`config.mk`:
```
export PLATFORM = sky130hd
export DESIGN_NAME = frame_block_reader_flat
export DESIGN_NICKNAME = d
export VERILOG_FILES = /design/src/rtl/frame_block_reader_if.sv /design/src/rtl/frame_block_reader.sv /design/src/flat_wrapper.sv
export SDC_FILE = /design/constraint.sdc
export NUM_CORES = 1
export LEC_CHECK = 0
export CORE_ASPECT_RATIO = 0.9
export CORE_MARGIN = 10
export CORE_UTILIZATION = 53
export DETAILED_ROUTE_END_ITERATION = 10
export PLACE_DENSITY = 0.84
export SKIP_LAST_GASP = 1
export SLEW_MARGIN = 10
export SYNTH_ARGS = -nofsm -noshare
export SYNTH_HDL_FRONTEND = slang
export SYNTH_SLANG_ARGS = --single-unit
export TNS_END_PERCENT = 20
```
`constraint.sdc`:
```
create_clock -name clk -period 6.2 [get_ports clk]
set_input_delay 0.62 -clock clk [delete_from_list [all_inputs] [get_ports clk]]
set_output_delay 0.62 -clock clk [all_outputs]
set_load 0.02 [all_outputs]
```
`src/rtl/frame_block_reader_if.sv`:
```
// frame_block_reader_if: memory port, block request, line handoff and geometry signals.
// slave is the reader side; master is the surrounding memory/consumer/controller side.
interface frame_block_reader_if #(
   parameter int MEM_WIDTH  = 64,
   parameter int PIX_WIDTH  = 8,
   parameter int BLK_SIZE   = 16,
   parameter int ADDR_WIDTH = 21,
   parameter int DIM_WIDTH  = 12
);
   logic [ADDR_WIDTH-1:0]         out_addr;
   logic                          mem_rd;
   logic [MEM_WIDTH-1:0]          in_data;
   logic [10:0]                   x;
   logic [10:0]                   y;
   logic                          read_block;
   logic                          busy;
   logic [BLK_SIZE*PIX_WIDTH-1:0] blk_line;
   logic [$clog2(BLK_SIZE)-1:0]   blk_line_idx;
   logic                          blk_line_rdy;
   logic                          blk_line_take;
   logic                          blk_done;
   logic                          blk_err;
   logic [DIM_WIDTH-1:0]          stride_in;
   logic [DIM_WIDTH-1:0]          width_in;
   logic [DIM_WIDTH-1:0]          height_in;
   logic                          setup_frame;
   modport slave (
      output out_addr, mem_rd, busy, blk_line, blk_line_idx, blk_line_rdy, blk_done, blk_err,
      input  in_data, x, y, read_block, blk_line_take, stride_in, width_in, height_in, setup_frame
   );
   modport master (
      input  out_addr, mem_rd, busy, blk_line, blk_line_idx, blk_line_rdy, blk_done, blk_err,
      output in_data, x, y, read_block, blk_line_take, stride_in, width_in, height_in, setup_frame
   );
endinterface

```
`src/rtl/frame_block_reader.sv`:
```
// frame_block_reader: fetches a block line by line from frame memory and hands lines out over valid/take.
// Optional edge clamping/padding and request rejection via FRAME_BLOCK_READER_EDGE_PAD_EN.
module frame_block_reader #(
   parameter int MEM_WIDTH  = 64,
   parameter int PIX_WIDTH  = 8,
   parameter int BLK_SIZE   = 16,
   parameter int ADDR_WIDTH = 21,
   parameter int DIM_WIDTH  = 12
) (
   input logic clk,
   input logic reset,
   frame_block_reader_if.slave bus
);
   localparam int LINE_W = BLK_SIZE*PIX_WIDTH;
   localparam int BEATS  = LINE_W/MEM_WIDTH;
   localparam int IDX_W  = $clog2(BLK_SIZE);
   localparam int BEAT_W = BEATS > 1 ? $clog2(BEATS) : 1;
   typedef enum logic [2:0] {IDLE, ADDR, FETCH, CAPT, HOLD} state_t;
   state_t                state_q;
   logic [10:0]           x_q, y_q;
   logic [IDX_W-1:0]      row_q, idx_q;
   logic [BEAT_W-1:0]     beat_q, cap_q;
   logic [DIM_WIDTH-1:0]  stride_q, req_stride_q;
   logic [ADDR_WIDTH-1:0] addr_q, base;
   logic [LINE_W-1:0]     line_q, asm_line, cap_line;
   logic                  rd_q, rd_d_q, busy_q, rdy_q, done_q, reject;
   logic [63:0]           row_abs, row_eff;
   assign row_abs = 64'(y_q)*64'(BLK_SIZE) + 64'(row_q);
   assign base    = ADDR_WIDTH'(row_eff*64'(req_stride_q) + 64'(x_q)*64'(BEATS));
   always_comb begin
      asm_line = line_q;
      asm_line[cap_q*MEM_WIDTH +: MEM_WIDTH] = bus.in_data;
   end
`ifdef FRAME_BLOCK_READER_EDGE_PAD_EN
   logic [DIM_WIDTH-1:0] width_q, height_q, req_w_q, req_h_q;
   logic                 err_q;
   logic [63:0]          lim;
   logic [IDX_W-1:0]     pad_idx;
   assign reject  = 64'(bus.x)*64'(BLK_SIZE) >= 64'(width_q) || 64'(bus.y)*64'(BLK_SIZE) >= 64'(height_q);
   assign row_eff = row_abs >= 64'(req_h_q) ? 64'(req_h_q) - 64'd1 : row_abs;
   // lim = pixels of this line inside the frame; always >= 1 for an accepted request
   assign lim     = 64'(req_w_q) - 64'(x_q)*64'(BLK_SIZE);
   assign pad_idx = IDX_W'(lim - 64'd1);
   always_comb begin
      cap_line = asm_line;
      for (int p = 0; p < BLK_SIZE; p++)
         if (64'(p) >= lim) cap_line[p*PIX_WIDTH +: PIX_WIDTH] = asm_line[pad_idx*PIX_WIDTH +: PIX_WIDTH];
   end
   always_ff @(posedge clk or negedge reset)
      if (!reset) begin
         width_q  <= '0;
         height_q <= '0;
         req_w_q  <= '0;
         req_h_q  <= '0;
         err_q    <= 1'b0;
      end else begin
         err_q <= state_q == IDLE && bus.read_block && reject;
         if (state_q == IDLE && bus.read_block) begin
            req_w_q <= width_q;
            req_h_q <= height_q;
         end
         if (state_q == IDLE && bus.setup_frame) begin
            width_q  <= bus.width_in;
            height_q <= bus.height_in;
         end
      end
   assign bus.blk_err = err_q;
`else
   assign reject      = 1'b0;
   assign row_eff     = row_abs;
   assign cap_line    = asm_line;
   assign bus.blk_err = 1'b0;
`endif
   always_ff @(posedge clk or negedge reset)
      if (!reset) begin
         state_q      <= IDLE;
         x_q          <= '0;
         y_q          <= '0;
         row_q        <= '0;
         idx_q        <= '0;
         beat_q       <= '0;
         cap_q        <= '0;
         stride_q     <= '0;
         req_stride_q <= '0;
         addr_q       <= '0;
         line_q       <= '0;
         rd_q         <= 1'b0;
         rd_d_q       <= 1'b0;
         busy_q       <= 1'b0;
         rdy_q        <= 1'b0;
         done_q       <= 1'b0;
      end else begin
         rd_d_q <= rd_q;
         done_q <= 1'b0;
         // memory data lands one cycle after each read strobe
         if (rd_d_q) begin
            line_q <= state_q == CAPT ? cap_line : asm_line;
            cap_q  <= cap_q + 1'b1;
         end
         case (state_q)
            IDLE: begin
               if (bus.setup_frame) stride_q <= bus.stride_in;
               if (bus.read_block && !reject) begin
                  x_q          <= bus.x;
                  y_q          <= bus.y;
                  row_q        <= '0;
                  req_stride_q <= stride_q;
                  busy_q       <= 1'b1;
                  state_q      <= ADDR;
               end
            end
            ADDR: begin
               addr_q  <= base;
               rd_q    <= 1'b1;
               beat_q  <= '0;
               cap_q   <= '0;
               state_q <= FETCH;
            end
            FETCH:
               if (beat_q == BEAT_W'(BEATS-1)) begin
                  rd_q    <= 1'b0;
                  state_q <= CAPT;
               end else begin
                  beat_q <= beat_q + 1'b1;
                  addr_q <= addr_q + 1'b1;
               end
            CAPT: begin
               rdy_q   <= 1'b1;
               idx_q   <= row_q;
               state_q <= HOLD;
            end
            HOLD:
               if (bus.blk_line_take) begin
                  rdy_q <= 1'b0;
                  if (row_q == IDX_W'(BLK_SIZE-1)) begin
                     done_q  <= 1'b1;
                     busy_q  <= 1'b0;
                     state_q <= IDLE;
                  end else begin
                     row_q   <= row_q + 1'b1;
                     state_q <= ADDR;
                  end
               end
            default: state_q <= IDLE;
         endcase
      end
   assign bus.out_addr     = addr_q;
   assign bus.mem_rd       = rd_q;
   assign bus.busy         = busy_q;
   assign bus.blk_line     = line_q;
   assign bus.blk_line_idx = idx_q;
   assign bus.blk_line_rdy = rdy_q;
   assign bus.blk_done     = done_q;
endmodule

```
`src/flat_wrapper.sv`:
```
// flat-port wrapper written by rule: the top's interface ports become plain ports
module frame_block_reader_flat 
#(
   parameter int MEM_WIDTH  = 64,
   parameter int PIX_WIDTH  = 8,
   parameter int BLK_SIZE   = 16,
   parameter int ADDR_WIDTH = 21,
   parameter int DIM_WIDTH  = 12
)
  (clk, reset, bus_out_addr, bus_mem_rd, bus_busy, bus_blk_line, bus_blk_line_idx, bus_blk_line_rdy, bus_blk_done, bus_blk_err, bus_in_data, bus_x, bus_y, bus_read_block, bus_blk_line_take, bus_stride_in, bus_width_in, bus_height_in, bus_setup_frame);
  frame_block_reader_if #(.MEM_WIDTH(MEM_WIDTH), .PIX_WIDTH(PIX_WIDTH), .BLK_SIZE(BLK_SIZE), .ADDR_WIDTH(ADDR_WIDTH), .DIM_WIDTH(DIM_WIDTH)) bus_i ();
  input logic clk;
  input logic reset;
  output wire logic [$bits(bus_i.out_addr)-1:0] bus_out_addr;
  output wire logic [$bits(bus_i.mem_rd)-1:0] bus_mem_rd;
  output wire logic [$bits(bus_i.busy)-1:0] bus_busy;
  output wire logic [$bits(bus_i.blk_line)-1:0] bus_blk_line;
  output wire logic [$bits(bus_i.blk_line_idx)-1:0] bus_blk_line_idx;
  output wire logic [$bits(bus_i.blk_line_rdy)-1:0] bus_blk_line_rdy;
  output wire logic [$bits(bus_i.blk_done)-1:0] bus_blk_done;
  output wire logic [$bits(bus_i.blk_err)-1:0] bus_blk_err;
  input wire logic [$bits(bus_i.in_data)-1:0] bus_in_data;
  input wire logic [$bits(bus_i.x)-1:0] bus_x;
  input wire logic [$bits(bus_i.y)-1:0] bus_y;
  input wire logic [$bits(bus_i.read_block)-1:0] bus_read_block;
  input wire logic [$bits(bus_i.blk_line_take)-1:0] bus_blk_line_take;
  input wire logic [$bits(bus_i.stride_in)-1:0] bus_stride_in;
  input wire logic [$bits(bus_i.width_in)-1:0] bus_width_in;
  input wire logic [$bits(bus_i.height_in)-1:0] bus_height_in;
  input wire logic [$bits(bus_i.setup_frame)-1:0] bus_setup_frame;
  assign bus_out_addr = bus_i.out_addr;
  assign bus_mem_rd = bus_i.mem_rd;
  assign bus_busy = bus_i.busy;
  assign bus_blk_line = bus_i.blk_line;
  assign bus_blk_line_idx = bus_i.blk_line_idx;
  assign bus_blk_line_rdy = bus_i.blk_line_rdy;
  assign bus_blk_done = bus_i.blk_done;
  assign bus_blk_err = bus_i.blk_err;
  assign bus_i.in_data = bus_in_data;
  assign bus_i.x = bus_x;
  assign bus_i.y = bus_y;
  assign bus_i.read_block = bus_read_block;
  assign bus_i.blk_line_take = bus_blk_line_take;
  assign bus_i.stride_in = bus_stride_in;
  assign bus_i.width_in = bus_width_in;
  assign bus_i.height_in = bus_height_in;
  assign bus_i.setup_frame = bus_setup_frame;
  frame_block_reader #(.MEM_WIDTH(MEM_WIDTH), .PIX_WIDTH(PIX_WIDTH), .BLK_SIZE(BLK_SIZE), .ADDR_WIDTH(ADDR_WIDTH), .DIM_WIDTH(DIM_WIDTH)) u_core (.clk(clk), .reset(reset), .bus(bus_i));
endmodule
```
==> flow_metrics.py, run 1 <==
metrics = {
    "cells_and_area": {
        "final_common_cell": "clkdlybuf4s50_1",
        "fillers": 1898,
        "final_cells": 1861,
        "drive_gt1_share_pct": 15.1,
        "nNetsFinal": 1797,
        "mostFrequentLayoutCells": "clkdlybuf4s50_1 (258), dfrtp_1 (213), inv_1 (195)",
        "syn_to_final_growth_pct": 26.3,
    },
    "clock_tree": {
        "clock-sinks": 213,
        "clkLatencyLatePin_ns": 0.51,
        "htree_num_levels": 1,
        "cts_setup_buffers": 0,
        "tritoncts": "done",
        "clkTransAtPathRegs_ns": 0.06,
        "cts_root_buffer": "clkbuf_16",
        "numCtsBuffers": 23,
        "clk_path_buf_depth": 3,
        "cts_hold_buf": 0,
        "cts_resized": 0,
    },
    "place": {
        "dp.cells": 1815,
        "dp_hpwl_um": 27600,
        "gp_congestion": 0.894,
        "port_buffers": 259,
    },
    "synthesis": {
        "ys_top_cells_by_area": "dfrtp_1 (38%), fa_1 (18%), mux2_2 (14%)",
        "ys_types": 63,
        "yosys.area.top_type": "dfrtp_1",
        "yosys_warnings": 0,
        "syn_inst": 1254,
        "seq_area_frac_synth_pct": 38.4,
        "synth_edf_count": 0,
        "syn_area_sq_um": 13900,
        "ys_seq_elements": 213,
        "ys_async_sr_fraction_pct": 100,
        "yosysTopAreaCellShare_pct": 38.4,
        "synth_nets": 1559,
        "synthFlopType": "dfrtp_1",
        "avgSynthCellArea_sq_um": 11.1,
    },
    "timing": {
        "finalCritPeriodShare_pct": 91.3,
        "slew-limit-headroom_pct": 38.8,
        "tightest_slew_ns": 0.919,
        "rsz0062_at_grt": "no",
        "tns_ns": 0,
        "hold_viol_final": 0,
        "fin_crit_ns": 5.66,
        "max_clock_freq_ghz": 0.177,
        "slew_violations": 0,
        "setup_viol_count_final": 0,
        "clock_skew_ns": 0.0106,
    },
    "setup_path": {
        "crit_path_max_fanout": 16,
        "crit_path_end_kind": "register",
        "crit_path_start_kind": "register",
        "rr_endpoint": "u_core.bus.out_addr[17]",
        "cp-endpoint": "u_core.bus.out_addr[17]",
        "r2r_cells": 18,
        "setup.worst_path.start": "u_core.req_stride_q[2]",
        "cp_data_arrival_time_ns": 6.01,
        "rrSetupSlack_ns": 0.54,
        "r2r_start": "u_core.req_stride_q[2]",
        "crit_required_ns": 6.55,
        "crit_type": "reg2reg",
    },
    "global_route": {
        "antenna_found_initial": 4,
        "grt_pass1_vias": 10400,
        "grt_max_degree": 95,
        "grt_pass1_wl_um": 57700,
        "track_usage_pct": 21.8,
        "gr-total-overflow": 0,
    },
    "floorplanning": {
        "die_h_um": 173,
        "pin_count": 285,
        "die_w_um": 191,
        "num_rows": 56,
        "core_area_sq_um": 25900,
        "initial_utilization_pct": 53.5,
        "die_area_sq_um": 33000,
    },
    "detailed_routing": {
        "drt-vias-per-instance": 5.22,
        "drc": 0,
        "first_pass_iters": 5,
        "drtIter0Drc": 694,
        "vias": 9710,
        "ant_nets": 0,
        "wirelength_um": 35800,
        "avgRoutedWirePerCell_um": 19.2,
    },
    "run_status": {
        "status": "complete, no violations",
    },
    "min_path": {
        "hold_path_class": "in2async",
    },
    "flow_run": {
        "cap_violations": 0,
    },
}
synthesized netlist by cell type, types with 3 or more instances:
library cell and count:
and3_1 7, o21ai_0 30, o22ai_1 4, dfrtp_1 213, nand3_1 11, clkbuf_1 46, a21oi_1 42, buf_2 8
o22a_1 4, ha_1 50, and2_1 82, nor2_1 24, mux2i_1 3, o21a_1 4, a21o_1 4, xor2_1 7
fa_1 128, nand2_1 131, nor3_1 5, mux2_2 168, nand4_1 6, o21ai_1 7, inv_1 195, a211oi_1 3
nand2b_1 7, a31oi_1 4, xnor2_1 17
through the flow:
stage	setup WS, ns	utilization, %	hold slack (ns)	instance area, sq um
global route	0.232	67.6	0.240	17500
floorplan	0.966	-	0.324	13900
CTS	0.565	67.5	0.217	17500
finish	0.537	67.6	0.178	17500
global placement	0.720	64.6	0.408	16800
detailed placement	0.626	64.6	0.431	16800
worst min path at each step:
stage,start,endpoint,slack (ns),cells past startpoint
detailed placement,u_core.bus.mem_rd,u_core.rd_d_q,0.43,0
floorplan,reset,u_core.beat_q,0.32,0
global route,reset,u_core.bus.blk_line[18],0.24,1
finish,reset,u_core.bus.blk_line[12],0.18,1
global placement,u_core.bus.mem_rd,u_core.rd_d_q,0.41,0
CTS,reset,u_core.bus.blk_line[60],0.22,1
worst max-delay path, cell delays in order, from the launching register on:
cell	delay, ns
dfrtp_1	0.56
and2_1	0.28
fa_1	0.54
inv_1	0.06
fa_1	0.52
inv_1	0.06
fa_1	0.50
inv_1	0.05
fa_1	0.47
fa_1	0.54
inv_1	0.04
ha_1	0.35
a21o_1	0.19
a21oi_1	0.20
a31oi_1	0.14
o31ai_1	0.34
nand2_1	0.08
a2111oi_0	0.49
a311oi_1	0.08
cell families after synthesis:
| logic type | Yosys count | share of synthesized area [%] |
|---|---|---|
| adder cells (fa/ha/maj) | 178 | 23.0 |
| buffers and inverters | 251 | 6.95 |
| multiplexers | 171 | 13.9 |
| flip-flops | 213 | 38.4 |
| other | 1 | 0.0270 |
| AND/OR/NAND/NOR | 292 | 10.5 |
| XOR/XNOR | 24 | 1.52 |
| AO/OA/AOI/OAI | 124 | 5.75 |
layout make-up:
type,count,area [sq um],share of cell area [%]
antenna,4,10.0,0.0572
clock buffer,33,643,3.67
clock inverter,9,108,0.614
inverter,195,732,4.18
multi-input combinational,790,7580,43.3
sequential,213,5330,30.4
tap,348,435,2.49
timing repair buffer,269,2670,15.3
metal layers:
layer  track usage [%]  wire length, um  vias up
met4              7.08             1130        0
met3              3.76             2030       65
met2              36.4            17700      291
met5                 0                0        -
li1                  -                -     4511
met1              28.1            14900     4843
registers in the layout (all words and copies together), names as in the netlist:
signal                   flops
u_core.bus.blk_line        128
u_core.bus.out_addr         21
u_core.req_stride_q         12
u_core.stride_q             12
u_core.x_q                  11
u_core.y_q                  11
u_core.bus.blk_line_idx      4
u_core.row_q                 4
u_core.state_q               3
u_core.beat_q                1
u_core.bus.blk_done          1
u_core.bus.blk_line_rdy      1
u_core.bus.busy              1
u_core.bus.mem_rd            1
u_core.cap_q                 1
u_core.rd_d_q                1
Power of run 1 is not shown: default switching activity piles up to over one toggle a cycle in this logic, so the estimate is an artifact.
==> run 2, diff against run 1 <==
--- a/config.mk
+++ b/config.mk
@@ -5,6 +5,7 @@
 export SDC_FILE = /design/constraint.sdc
 export NUM_CORES = 1
 export LEC_CHECK = 0
+export CAP_MARGIN = 20
 export CORE_ASPECT_RATIO = 0.9
 export CORE_MARGIN = 10
 export CORE_UTILIZATION = 53
@@ -15,4 +16,3 @@
 export SYNTH_ARGS = -nofsm -noshare
 export SYNTH_HDL_FRONTEND = slang
 export SYNTH_SLANG_ARGS = --single-unit
-export TNS_END_PERCENT = 20
==> results of run 2 <==
The final DEF is identical to that of run 1; final timing and power are the same.
Power of run 2 is left out for the same reason.
